**src/rtl/sprite_line_engine.sv**
```systemverilog
// Per-scanline sprite engine: scans the attribute table for sprites on the next
// line, then streams their pattern pixels into a line buffer.
module sprite_line_engine #(
    parameter int unsigned NUM_SPRITE = 32,
    parameter int unsigned MAX_SLOT   = 8,
    parameter int unsigned SPR_W      = 16,
    parameter int unsigned SPR_H      = 16,
    parameter logic [15:0] KEY_COLOR  = 16'h0000,
    localparam int unsigned IdxW      = (NUM_SPRITE > 1) ? $clog2(NUM_SPRITE) : 1
) (
    input  logic            clk,
    input  logic            reset,
    input  logic            start,
    input  logic [9:0]      vcount,
    input  logic            wr_en,
    input  logic [IdxW-1:0] wr_idx,
    input  logic [31:0]     wr_data,
    output logic [15:0]     rom_addr,
    input  logic [15:0]     rom_q,
    output logic [9:0]      pixel_col,
    output logic [15:0]     pixel_data,
    output logic            pixel_wren,
    output logic            overflow,
    output logic            done
);

    localparam int unsigned XW     = $clog2(SPR_W);
    localparam int unsigned YW     = $clog2(SPR_H);
    localparam int unsigned CntW   = $clog2(NUM_SPRITE + 1);
    localparam int unsigned SlotW  = $clog2(MAX_SLOT + 1);
    localparam int unsigned SlotIW = (MAX_SLOT > 1) ? $clog2(MAX_SLOT) : 1;
    localparam int unsigned AddrW  = 8 + YW + XW;

    localparam logic [CntW-1:0]  ScanLast = CntW'(NUM_SPRITE);
    localparam logic [XW:0]      XLast    = (XW+1)'(SPR_W);
    localparam logic [SlotW-1:0] SlotMax  = SlotW'(MAX_SLOT);

    typedef enum logic [1:0] {StIdle, StScan, StDraw, StDone} state_e;

    state_e state_q, state_d;

    logic [9:0]       target_q, target_d;
    logic [CntW-1:0]  scan_cnt_q, scan_cnt_d;
    logic [SlotW-1:0] slot_cnt_q, slot_cnt_d;
    logic [SlotW-1:0] slot_idx_q, slot_idx_d;
    logic [XW:0]      x_q, x_d;
    logic             overflow_q, overflow_d;
    logic             slot_wr;

    logic start_acc, scan_eval, draw_active, draw_issue;

    // ------------------------------------------------------------------
    // Attribute store: enables live in resettable flops, the rest in plain RAM
    // ------------------------------------------------------------------
    logic [28:0]           attr_mem [NUM_SPRITE];
    logic [NUM_SPRITE-1:0] attr_en_q;
    logic [29:0]           attr_rd_q;
    logic [IdxW-1:0]       rd_idx;
    logic                  unused_rsvd;

    assign unused_rsvd = ^wr_data[28:27];
    assign rd_idx      = scan_cnt_q[IdxW-1:0];

    always_ff @(posedge clk) begin
        if (wr_en) begin
            attr_mem[wr_idx] <= {wr_data[30:29], wr_data[26:0]};
        end
    end

    always_ff @(posedge clk) begin
        if (reset) begin
            attr_en_q <= '0;
        end else if (wr_en) begin
            attr_en_q[wr_idx] <= wr_data[31];
        end
    end

    always_ff @(posedge clk) begin
        attr_rd_q <= {attr_en_q[rd_idx], attr_mem[rd_idx]};
    end

    logic       at_en, at_hflip, at_vflip;
    logic [8:0] at_row;
    logic [9:0] at_col;
    logic [7:0] at_frame;
    logic [9:0] at_dy;
    logic       sc_hit;

    assign {at_en, at_hflip, at_vflip, at_row, at_col, at_frame} = attr_rd_q;
    // Rows below the target wrap to a large dy and therefore miss.
    assign at_dy  = target_q - {1'b0, at_row};
    assign sc_hit = scan_eval && at_en && (at_dy < 10'(SPR_H));

    // ------------------------------------------------------------------
    // Slot table
    // ------------------------------------------------------------------
    logic [YW-1:0] slot_dy_q    [MAX_SLOT];
    logic          slot_hflip_q [MAX_SLOT];
    logic          slot_vflip_q [MAX_SLOT];
    logic [9:0]    slot_col_q   [MAX_SLOT];
    logic [7:0]    slot_frame_q [MAX_SLOT];

    always_ff @(posedge clk) begin
        if (slot_wr) begin
            slot_dy_q[slot_cnt_q[SlotIW-1:0]]    <= at_dy[YW-1:0];
            slot_hflip_q[slot_cnt_q[SlotIW-1:0]] <= at_hflip;
            slot_vflip_q[slot_cnt_q[SlotIW-1:0]] <= at_vflip;
            slot_col_q[slot_cnt_q[SlotIW-1:0]]   <= at_col;
            slot_frame_q[slot_cnt_q[SlotIW-1:0]] <= at_frame;
        end
    end

    // ------------------------------------------------------------------
    // Draw address generation
    // ------------------------------------------------------------------
    logic [SlotIW-1:0] cur;
    logic [YW-1:0]     ro;
    logic [XW-1:0]     co;
    logic [AddrW-1:0]  addr_full;
    logic [10:0]       col_full;

    assign cur = slot_idx_q[SlotIW-1:0];
    // With power-of-two sizes, size-1-n is the bitwise complement of n.
    assign ro  = slot_vflip_q[cur] ? ~slot_dy_q[cur] : slot_dy_q[cur];
    assign co  = slot_hflip_q[cur] ? ~x_q[XW-1:0] : x_q[XW-1:0];

    assign addr_full = {slot_frame_q[cur], ro, co};
    assign col_full  = {1'b0, slot_col_q[cur]} + 11'(x_q);

    // ------------------------------------------------------------------
    // FSM: state register
    // ------------------------------------------------------------------
    always_ff @(posedge clk) begin
        if (reset) begin
            state_q <= StIdle;
        end else begin
            state_q <= state_d;
        end
    end

    // FSM: next state
    always_comb begin
        state_d = state_q;
        case (state_q)
            StIdle, StDone: begin
                if (start) begin
                    state_d = StScan;
                end
            end
            StScan: begin
                if (scan_cnt_q == ScanLast) begin
                    state_d = (slot_cnt_d != '0) ? StDraw : StDone;
                end
            end
            StDraw: begin
                if (x_q == XLast && slot_idx_q == slot_cnt_q - SlotW'(1)) begin
                    state_d = StDone;
                end
            end
            default: state_d = StIdle;
        endcase
    end

    // FSM: outputs and datapath controls
    always_comb begin
        start_acc   = (state_q == StIdle || state_q == StDone) && start;
        scan_eval   = (state_q == StScan) && (scan_cnt_q != '0);
        draw_active = (state_q == StDraw);
        draw_issue  = draw_active && (x_q != XLast);
        done        = (state_q == StDone) || (vcount >= 10'd479 && vcount < 10'd524);
    end

    // ------------------------------------------------------------------
    // Counters, slot bookkeeping, overflow
    // ------------------------------------------------------------------
    always_comb begin
        target_d   = target_q;
        scan_cnt_d = scan_cnt_q;
        slot_cnt_d = slot_cnt_q;
        slot_idx_d = slot_idx_q;
        x_d        = x_q;
        overflow_d = overflow_q;
        slot_wr    = 1'b0;
        if (start_acc) begin
            target_d   = (vcount == 10'd524) ? 10'd0 : vcount + 10'd1;
            scan_cnt_d = '0;
            slot_cnt_d = '0;
            slot_idx_d = '0;
            x_d        = '0;
            overflow_d = 1'b0;
        end else begin
            if (state_q == StScan) begin
                scan_cnt_d = scan_cnt_q + CntW'(1);
                if (sc_hit) begin
                    if (slot_cnt_q < SlotMax) begin
                        slot_wr    = 1'b1;
                        slot_cnt_d = slot_cnt_q + SlotW'(1);
                    end else begin
                        overflow_d = 1'b1;
                    end
                end
            end
            if (draw_active) begin
                if (x_q == XLast) begin
                    x_d        = '0;
                    slot_idx_d = slot_idx_q + SlotW'(1);
                end else begin
                    x_d = x_q + (XW+1)'(1);
                end
            end
        end
    end

    always_ff @(posedge clk) begin
        if (reset) begin
            target_q   <= '0;
            scan_cnt_q <= '0;
            slot_cnt_q <= '0;
            slot_idx_q <= '0;
            x_q        <= '0;
            overflow_q <= 1'b0;
        end else begin
            target_q   <= target_d;
            scan_cnt_q <= scan_cnt_d;
            slot_cnt_q <= slot_cnt_d;
            slot_idx_q <= slot_idx_d;
            x_q        <= x_d;
            overflow_q <= overflow_d;
        end
    end

    // ------------------------------------------------------------------
    // Pixel pipeline: address cycle, then ROM data cycle aligned with pixel outputs
    // ------------------------------------------------------------------
    logic [15:0] rom_addr_q;
    logic        pend_valid_q;
    logic [10:0] pend_col_q;
    logic        pix_valid_q;
    logic [10:0] pix_col_q;

    always_ff @(posedge clk) begin
        if (reset) begin
            rom_addr_q   <= '0;
            pend_valid_q <= 1'b0;
            pend_col_q   <= '0;
            pix_valid_q  <= 1'b0;
            pix_col_q    <= '0;
        end else begin
            pend_valid_q <= draw_issue;
            if (draw_issue) begin
                rom_addr_q <= 16'(addr_full);
                pend_col_q <= col_full;
            end
            pix_valid_q <= pend_valid_q;
            pix_col_q   <= pend_col_q;
        end
    end

    assign rom_addr   = rom_addr_q;
    assign pixel_col  = pix_col_q[9:0];
    assign pixel_data = pix_valid_q ? rom_q : 16'h0000;
    assign pixel_wren = pix_valid_q && (pix_col_q <= 11'd639) && (rom_q != KEY_COLOR);
    assign overflow   = overflow_q;

endmodule
```
**config.mk**
```make
export PLATFORM = sky130hd
export DESIGN_NAME = sprite_line_engine
export DESIGN_NICKNAME = d
export VERILOG_FILES = /design/src/rtl/sprite_line_engine.sv
export SDC_FILE = /design/constraint.sdc
export NUM_CORES = 1
export LEC_CHECK = 0
export BUFFER_PORTS_ARGS = -buffer_cell sky130_fd_sc_hd__buf_2
export CORE_MARGIN = 2
export CORE_UTILIZATION = 30
export CTS_CLUSTER_DIAMETER = 40
export DETAILED_ROUTE_END_ITERATION = 8
export PLACE_DENSITY = 0.41
export SLEW_MARGIN = 20
export SYNTH_ARGS = -nofsm -noshare
export SYNTH_HDL_FRONTEND = slang
export SYNTH_SLANG_ARGS = --single-unit
```
**constraint.sdc**
```tcl
create_clock -name clk -period 6.3 [get_ports clk]
set_input_delay 0.945 -clock clk [delete_from_list [all_inputs] [get_ports clk]]
set_output_delay 0.945 -clock clk [all_outputs]
set_load 0.005 [all_outputs]
```
==> run_results.csv, run 1 <==
group,metric,value,unit
worst_setup_path,required,6.72,ns
power,powerDensity,375.9,nW/um^2
cells_and_area,final_area,58670,um^2
clock_network,htreeDepth,4,
yosys,synth.yosys.seq_area_share,74.97,%
global_route,grt_max_degree,119,
timing,rsz0062_at_grt,"no",
yosys,synth_xor_area_share,0.7581,%
placement,post-place-ws,2.285,ns
power,intPower,16.88,mW
yosys,netlist.area_leader.share,69.31,%
clock_network,clock_latency,0.80,ns
detailed_routing,avgViaCountPerCell,4.782,
global_route,grt_pass1_vias,24970,
yosys,synthesis.nets,2416,
yosys,syn_area,48520,um^2
clock_network,cts_tree,"done",
detailed_routing,wire_per_inst,25.90,um
global_route,grt_pass1_wl,180.9,mm
worst_setup_path,cp_max_fo,24,
detailed_routing,drc,0,
worst_setup_path,worst_setup_path_start_kind,"flip-flop",
placement,place_inst,4530,
yosys,ys_ff_latch,1257,
floorplan,coreArea,160600,um^2
cells_and_area,fin_cells,4888,
timing,fin_crit,3.943,ns
clock_network,post_cts.repair.setup_buffers,0,
power,leakage,18.26,nW
global_route,grt_overflow_total,0,
detailed_routing,drtIter0Drc,1733,
cells_and_area,syn2layout_area_growth,20.91,%
clock_network,cts_resized,0,
job,maxCapViolCount,0,
timing,clock_skew,0.04827,ns
yosys,async_flop_share,0,%
timing,worstMarginPinSlew,1.105,ns
yosys,synth_top_family_by_area,"multiplexers",
yosys,postSynthCellCount,2321,
floorplan,rows,147,
timing,min_period_over_period,62.58,%
timing,finalSetupViolCount,0,
yosys,muxShareOfSynthArea,17.50,%
yosys,yosys.area.top_type,"edfxtp_1",
yosys,synth_compound_area_share,1.968,%
worst_hold_path,hold_path.class,"input port to flip-flop",
timing,finalSetupTns,0,ns
yosys,postSynthAreaPerCell,20.91,um^2
floorplan,dieArea,165000,um^2
timing,final.hold.worst_slack,0.4275,ns
power,sw_frac_of_total,23.44,%
yosys,synth-simple-area-share,2.628,%
placement,gp_congestion,0.7438,
detailed_routing,firstDrtPassIters,5,
timing,layout_setup_ws,2.357,ns
clock_network,cts_root_buf,"clkbuf_16",
global_route,antenna_found_initial,12,
cells_and_area,nNetsFinal,2659,
placement,dp.final_hpwl,71.13,mm
worst_setup_path,critPathMaxStageDelay,0.50,ns
detailed_routing,vias,23370,
worst_setup_path,path_class,"flip-flop to flip-flop",
timing,fmax,253.6,MHz
yosys,synth_adder_area_share,0.7530,%
timing,relSlewSlack,26.17,%
cells_and_area,final_common_cell,"edfxtp_1",
worst_setup_path,critPathSlowestCell,"dfxtp_1",
floorplan,die_height,406.2,um
clock_network,cts_buffers,190,
placement,placed_area,52060,um^2
power,ir_drop,0.2971,mV
yosys,ys_warn_count,0,
detailed_routing,routed_wl,126.6,mm
yosys,ys_types,67,
floorplan,start_util,30.22,%
run_status,run_status,"complete, no violations",
global_route,grt_usage,15.49,%
detailed_routing,antenna_left,0,
placement,portBuffers,109,
power,power_frac_clock,48.3,%
yosys,synthTopCellsByArea,"edfxtp_1, mux4_2, dfxtp_1",
yosys,synth_flop_cell,"edfxtp_1",
cells_and_area,final_cell_mix,"edfxtp_1, mux4_2, clkbuf_16",
worst_setup_path,crit_chain,"ha_1, inv_1, fa_1, a21o_1, a21oi_1, mux2i_1, or3_4, a2111o_1, nor4_2, and3_1, buf_4",
clock_network,clk_pin_slew,0.05,ns
floorplan,io_pins,112,
cells_and_area,drive_gt1_share,34.20,%
timing,hold_viol_final,0,
yosys,synth_edf_count,1120,
clock_network,clock_sinks,1257,
power,p_sw,5.168,mW
power,seqPwrFrac,43.2,%
floorplan,die_x,406.2,um
clock_network,cts_buffer_depth,3,
worst_setup_path,cp-end-kind,"flip-flop",
timing,drv_slew,0,
worst_setup_path,arrival,4.36,ns
power,pwr-share-comb,8.5,%
clock_network,ctsHoldBuffers,0,
==> power by group through the flow <==
stage	sequential (mW)	clock [mW]	combinational, mW
finish	9.52	10.7	1.87
CTS	9.53	10.9	1.94
floorplan	9.60	0	1.36
global placement	9.68	0	1.91
detailed placement	9.70	0	1.93
global route	9.55	11.3	2.06
==> worst paths after layout <==
kind,slack [ns],start,cells after the start,end
worst max-delay path,2.36,attr_rd_q[18]$_DFF_P_,11,slot_frame_q[6][5]$_DFFE_PP_
worst min-delay path,0.43,vcount[0],2,target_q[0]$_SDFFE_PP0P_
worst max register to register,2.36,attr_rd_q[18]$_DFF_P_,11,slot_frame_q[6][5]$_DFFE_PP_
worst min register to register,0.44,pend_valid_q$_SDFF_PP0_,1,pix_valid_q$_SDFF_PP0_
==> per-layer routing <==
metal  track usage [%]  vias up  share of wire [%]
met5                 0        -                  0
met4             4.513        0                2.5
met1             20.05    12490                 43
met3             2.641      217                3.9
met2             26.63      566                 51
li1                  -    10100                  -
==> critical path: cells and delay by family, from the launching register on <==
family / cells / cell delay, ns
AOI/OAI and AO/OA: 3 / 0.89
and+or+nand+nor: 3 / 0.91
adders and majority gates: 2 / 0.66
buffers and inverters: 2 / 0.48
muxes: 1 / 0.10
DFF: 1 / 0.50
==> cell type report <==
cell class	instances	area, um^2
Inverter	34	128.9
Fill cell	14650	101900
Timing Repair Buffer	179	1174
Antenna cell	3	7.507
Multi-Input combinational cell	902	11710
Clock buffer	218	5015
Tap cell	2160	2703
Clock inverter	135	1535
Sequential cell	1257	36390
==> cell usage after synthesis (3+ instances only) <==
master / instances
and3_1: 5
a21oi_1: 56
o21a_1: 4
a21o_1: 4
o31a_1: 3
dfxtp_1: 137
ha_1: 26
o21ai_0: 46
nand2_1: 80
nor2b_1: 16
buf_2: 23
nand2b_1: 4
nor2_1: 85
mux2_2: 36
a211oi_1: 14
nor4_1: 6
nor3_1: 9
buf_4: 12
inv_1: 32
o21ai_1: 5
mux4_2: 348
xnor2_1: 24
nand4_1: 12
and2_1: 20
mux2i_1: 25
nand3b_1: 5
clkbuf_1: 76
nand3_1: 9
buf_1: 16
xor2_1: 18
edfxtp_1: 1120
==> state kept, by name, indices dropped and copies added (netlist names), 5 cells and up, named ones only <==
name	flops
attr_rd_q	30
attr_en_q	32
slot_frame_q	64
scan_cnt_q	6
attr_mem	928
pend_col_q	11
rom_addr	16
slot_hflip_q	8
slot_col_q	80
slot_dy_q	32
target_q	10
pix_col_q	11
slot_vflip_q	8
x_q	5
==> logic make-up (layout without fill, tap and decap cells) <==
group	count (synthesis)	in the layout
buffers and inverters	162	566
AOI/OAI and AO/OA	157	157
adders and majority gates	28	28
other	0	3
and+or+nand+nor	266	266
muxes	409	409
xor gates and xnor gates	42	42
DFF	1257	1257
==> stage by stage <==
step | utilization (%) | power, mW
6_report | 36.54 | 22.05
5_1_grt | 36.54 | 22.86
4_1_cts | 36.50 | 22.39
3_5_place_dp | 32.42 | 11.63
3_3_place_gp | 32.38 | 11.59
2_1_floorplan | - | 10.96
Note: power is estimated with default switching activity, not from simulation.
==> inputs of run 2 (changes only) <==
--- a/config.mk
+++ b/config.mk
@@ -10,7 +10,7 @@
 export CORE_UTILIZATION = 30
 export CTS_CLUSTER_DIAMETER = 40
 export DETAILED_ROUTE_END_ITERATION = 8
-export PLACE_DENSITY = 0.41
+export PLACE_DENSITY = 0.43
 export SLEW_MARGIN = 20
 export SYNTH_ARGS = -nofsm -noshare
 export SYNTH_HDL_FRONTEND = slang
==> constraint.sdc (replaced) <==
create_clock -name clk -period 3.4 [get_ports clk]
set_input_delay 0.51 -clock clk [delete_from_list [all_inputs] [get_ports clk]]
set_output_delay 0.51 -clock clk [all_outputs]
set_load 0.005 [all_outputs]
==> run_results.csv, run 2 (same netlist as run 1, synthesis figures left out) <==
group,metric,value,unit
worst_hold_path,hold_path.class,"input port to flip-flop",
placement,place_inst,4565,
floorplan,start_util,30.22,%
cells_and_area,syn2layout_area_growth,23.22,%
detailed_routing,vias,23670,
detailed_routing,firstDrtPassIters,7,
timing,hold_viol_final,0,
timing,clock_skew,0.02784,ns
power,intPower,32.29,mW
floorplan,die_height,406.2,um
cells_and_area,fill_cells,14540,
worst_setup_path,path_class,"flip-flop to flip-flop",
timing,fin_crit,3.286,ns
worst_setup_path,crit_top_cell,"inv_1",
cells_and_area,final_core_util,37.24,%
clock_network,clk_pin_slew,0.05,ns
worst_setup_path,worst_setup_path_start_kind,"flip-flop",
worst_setup_path,arrival,3.77,ns
power,p_sw,9.391,mW
cells_and_area,final_area,59790,um^2
run_status,run_status,"complete, no violations",
timing,drv_slew,0,
power,p_total,41.68,mW
timing,final.hold.worst_slack,0.06932,ns
timing,finalSetupTns,0,ns
clock_network,cts_buffer_depth,3,
power,leakage,18.74,nW
cells_and_area,drive_gt1_share,35.37,%
clock_network,htreeDepth,4,
floorplan,dieArea,165000,um^2
global_route,antenna_found_initial,15,
timing,layout_setup_ws,0.1143,ns
cells_and_area,largest_reg_flops,928,
cells_and_area,final_common_cell,"edfxtp_1",
placement,gp_congestion,0.7314,
worst_setup_path,crit_chain,"inv_1, ha_1, inv_1, fa_2, a21o_1, nand4_1, a21oi_1, or3_4, a2111o_1, nor4_4, and3_4, clkbuf_16",
worst_setup_path,cp-end-kind,"flip-flop",
job,maxCapViolCount,0,
power,seqPwrFrac,42.2,%
detailed_routing,drtIter0Drc,1838,
global_route,grt_pass1_wl,181.4,mm
power,pwr-share-comb,8.8,%
power,powerDensity,697.1,nW/um^2
timing,relSlewSlack,26.46,%
clock_network,cts_tree,"done",
detailed_routing,routed_wl,126.9,mm
clock_network,cts_buffers,190,
detailed_routing,avgViaCountPerCell,4.801,
floorplan,io_pins,112,
timing,rsz0062_at_grt,"no",
timing,worstMarginPinSlew,1.103,ns
detailed_routing,drc,0,
timing,min_period_over_period,96.64,%
floorplan,coreArea,160600,um^2
placement,portBuffers,109,
global_route,grt_overflow_total,0,
worst_setup_path,critPathMaxStageDelay,0.50,ns
global_route,grt_max_degree,93,
power,power_frac_clock,49.0,%
clock_network,clock_latency,0.80,ns
power,sw_frac_of_total,22.53,%
timing,fmax,304.4,MHz
floorplan,rows,147,
timing,finalSetupViolCount,0,
cells_and_area,final_cell_mix,"edfxtp_1, mux4_2, clkbuf_16",
power,ir_drop,0.5101,mV
clock_network,clock_sinks,1257,
placement,placed_area,52800,um^2
placement,post-place-ws,-0.1539,ns
global_route,grt_pass1_vias,25390,
cells_and_area,largest_register,"attr_mem",
worst_setup_path,required,3.89,ns
floorplan,die_x,406.2,um
detailed_routing,antenna_left,0,
worst_setup_path,critPathSlowestCell,"a2111o_1",
detailed_routing,wire_per_inst,25.73,um
cells_and_area,fin_cells,4931,
worst_setup_path,cp_max_fo,12,
clock_network,cts_root_buf,"clkbuf_16",
placement,dp.final_hpwl,69.77,mm
cells_and_area,nNetsFinal,2701,
global_route,grt_usage,15.50,%
-- run 2: cell types whose count changed in the layout (fill, tap and decap cells not counted), moves of 6 or more --
cell        previous run  this run
clkbuf_16            194       202
buf_12                 5        38
clkinv_4              12        18
clkinvlp_4            21        11
inv_6                 29        17
bufinv_16             21        31
-- run 2: final timing paths --
| check | to | cells after the start | start | slack (ns) |
|---|---|---|---|---|
| max | slot_frame_q[6][7]$_DFFE_PP_ | 12 | target_q[0]$_SDFFE_PP0P_ | 0.11 |
| min | target_q[9]$_SDFFE_PP0P_ | 3 | vcount[9] | 0.07 |
| max reg2reg | slot_frame_q[6][7]$_DFFE_PP_ | 12 | target_q[0]$_SDFFE_PP0P_ | 0.11 |
| min reg2reg | pix_valid_q$_SDFF_PP0_ | 1 | pend_valid_q$_SDFF_PP0_ | 0.44 |
-- run 2: repair_timing --
action / 4_1_cts / 5_1_grt
gates cloned: 0 / 5
setup buffers: 0 / 2
endpoints found under the hold margin: 2 / 0
setup endpoints to repair: 48 / 183
hold buffers: 2 / 0
pin swaps: 1 / 6
resized for setup: 2 / 6
-- run 2: routing by layer --
layer	part of all wire, %	GRT usage [%]	vias to the layer above
met2	51	26.56	575
met3	4.6	3.124	226
li1	-	-	10180
met4	2.4	4.833	6
met1	42	19.71	12690
met5	0.028	0	-
-- run 2: cell type report --
cell class | instances | area, um^2 | share of cell area, %
Tap cell | 2160 | 2703 | 4.520
Timing Repair Buffer | 221 | 1941 | 3.246
Clock buffer | 230 | 5166 | 8.641
Inverter | 34 | 133.9 | 0.2239
Multi-Input combinational cell | 902 | 11820 | 19.77
Antenna cell | 3 | 7.507 | 0.01256
Clock inverter | 124 | 1625 | 2.718
Sequential cell | 1257 | 36390 | 60.87
-- run 2: worst max-delay path, delay by kind of cell, from the launching register on --
| kind | cells | cell delay, ns |
|---|---|---|
| DFF | 1 | 0.29 |
| buffers and inverters | 3 | 0.34 |
| adders and majority gates | 2 | 0.53 |
| and+or+nand+nor | 4 | 1.03 |
| AOI/OAI and AO/OA | 3 | 0.80 |
-- run 2: power groups by stage --
stage	combinational, mW	clock (mW)	sequential, mW
after floorplan	2.58	0	17.8
after global placement	3.74	0	17.9
after detailed placement	3.77	0	17.9
after CTS	3.79	20.9	17.6
after global routing	4.03	21.5	17.6
final	3.69	20.4	17.6
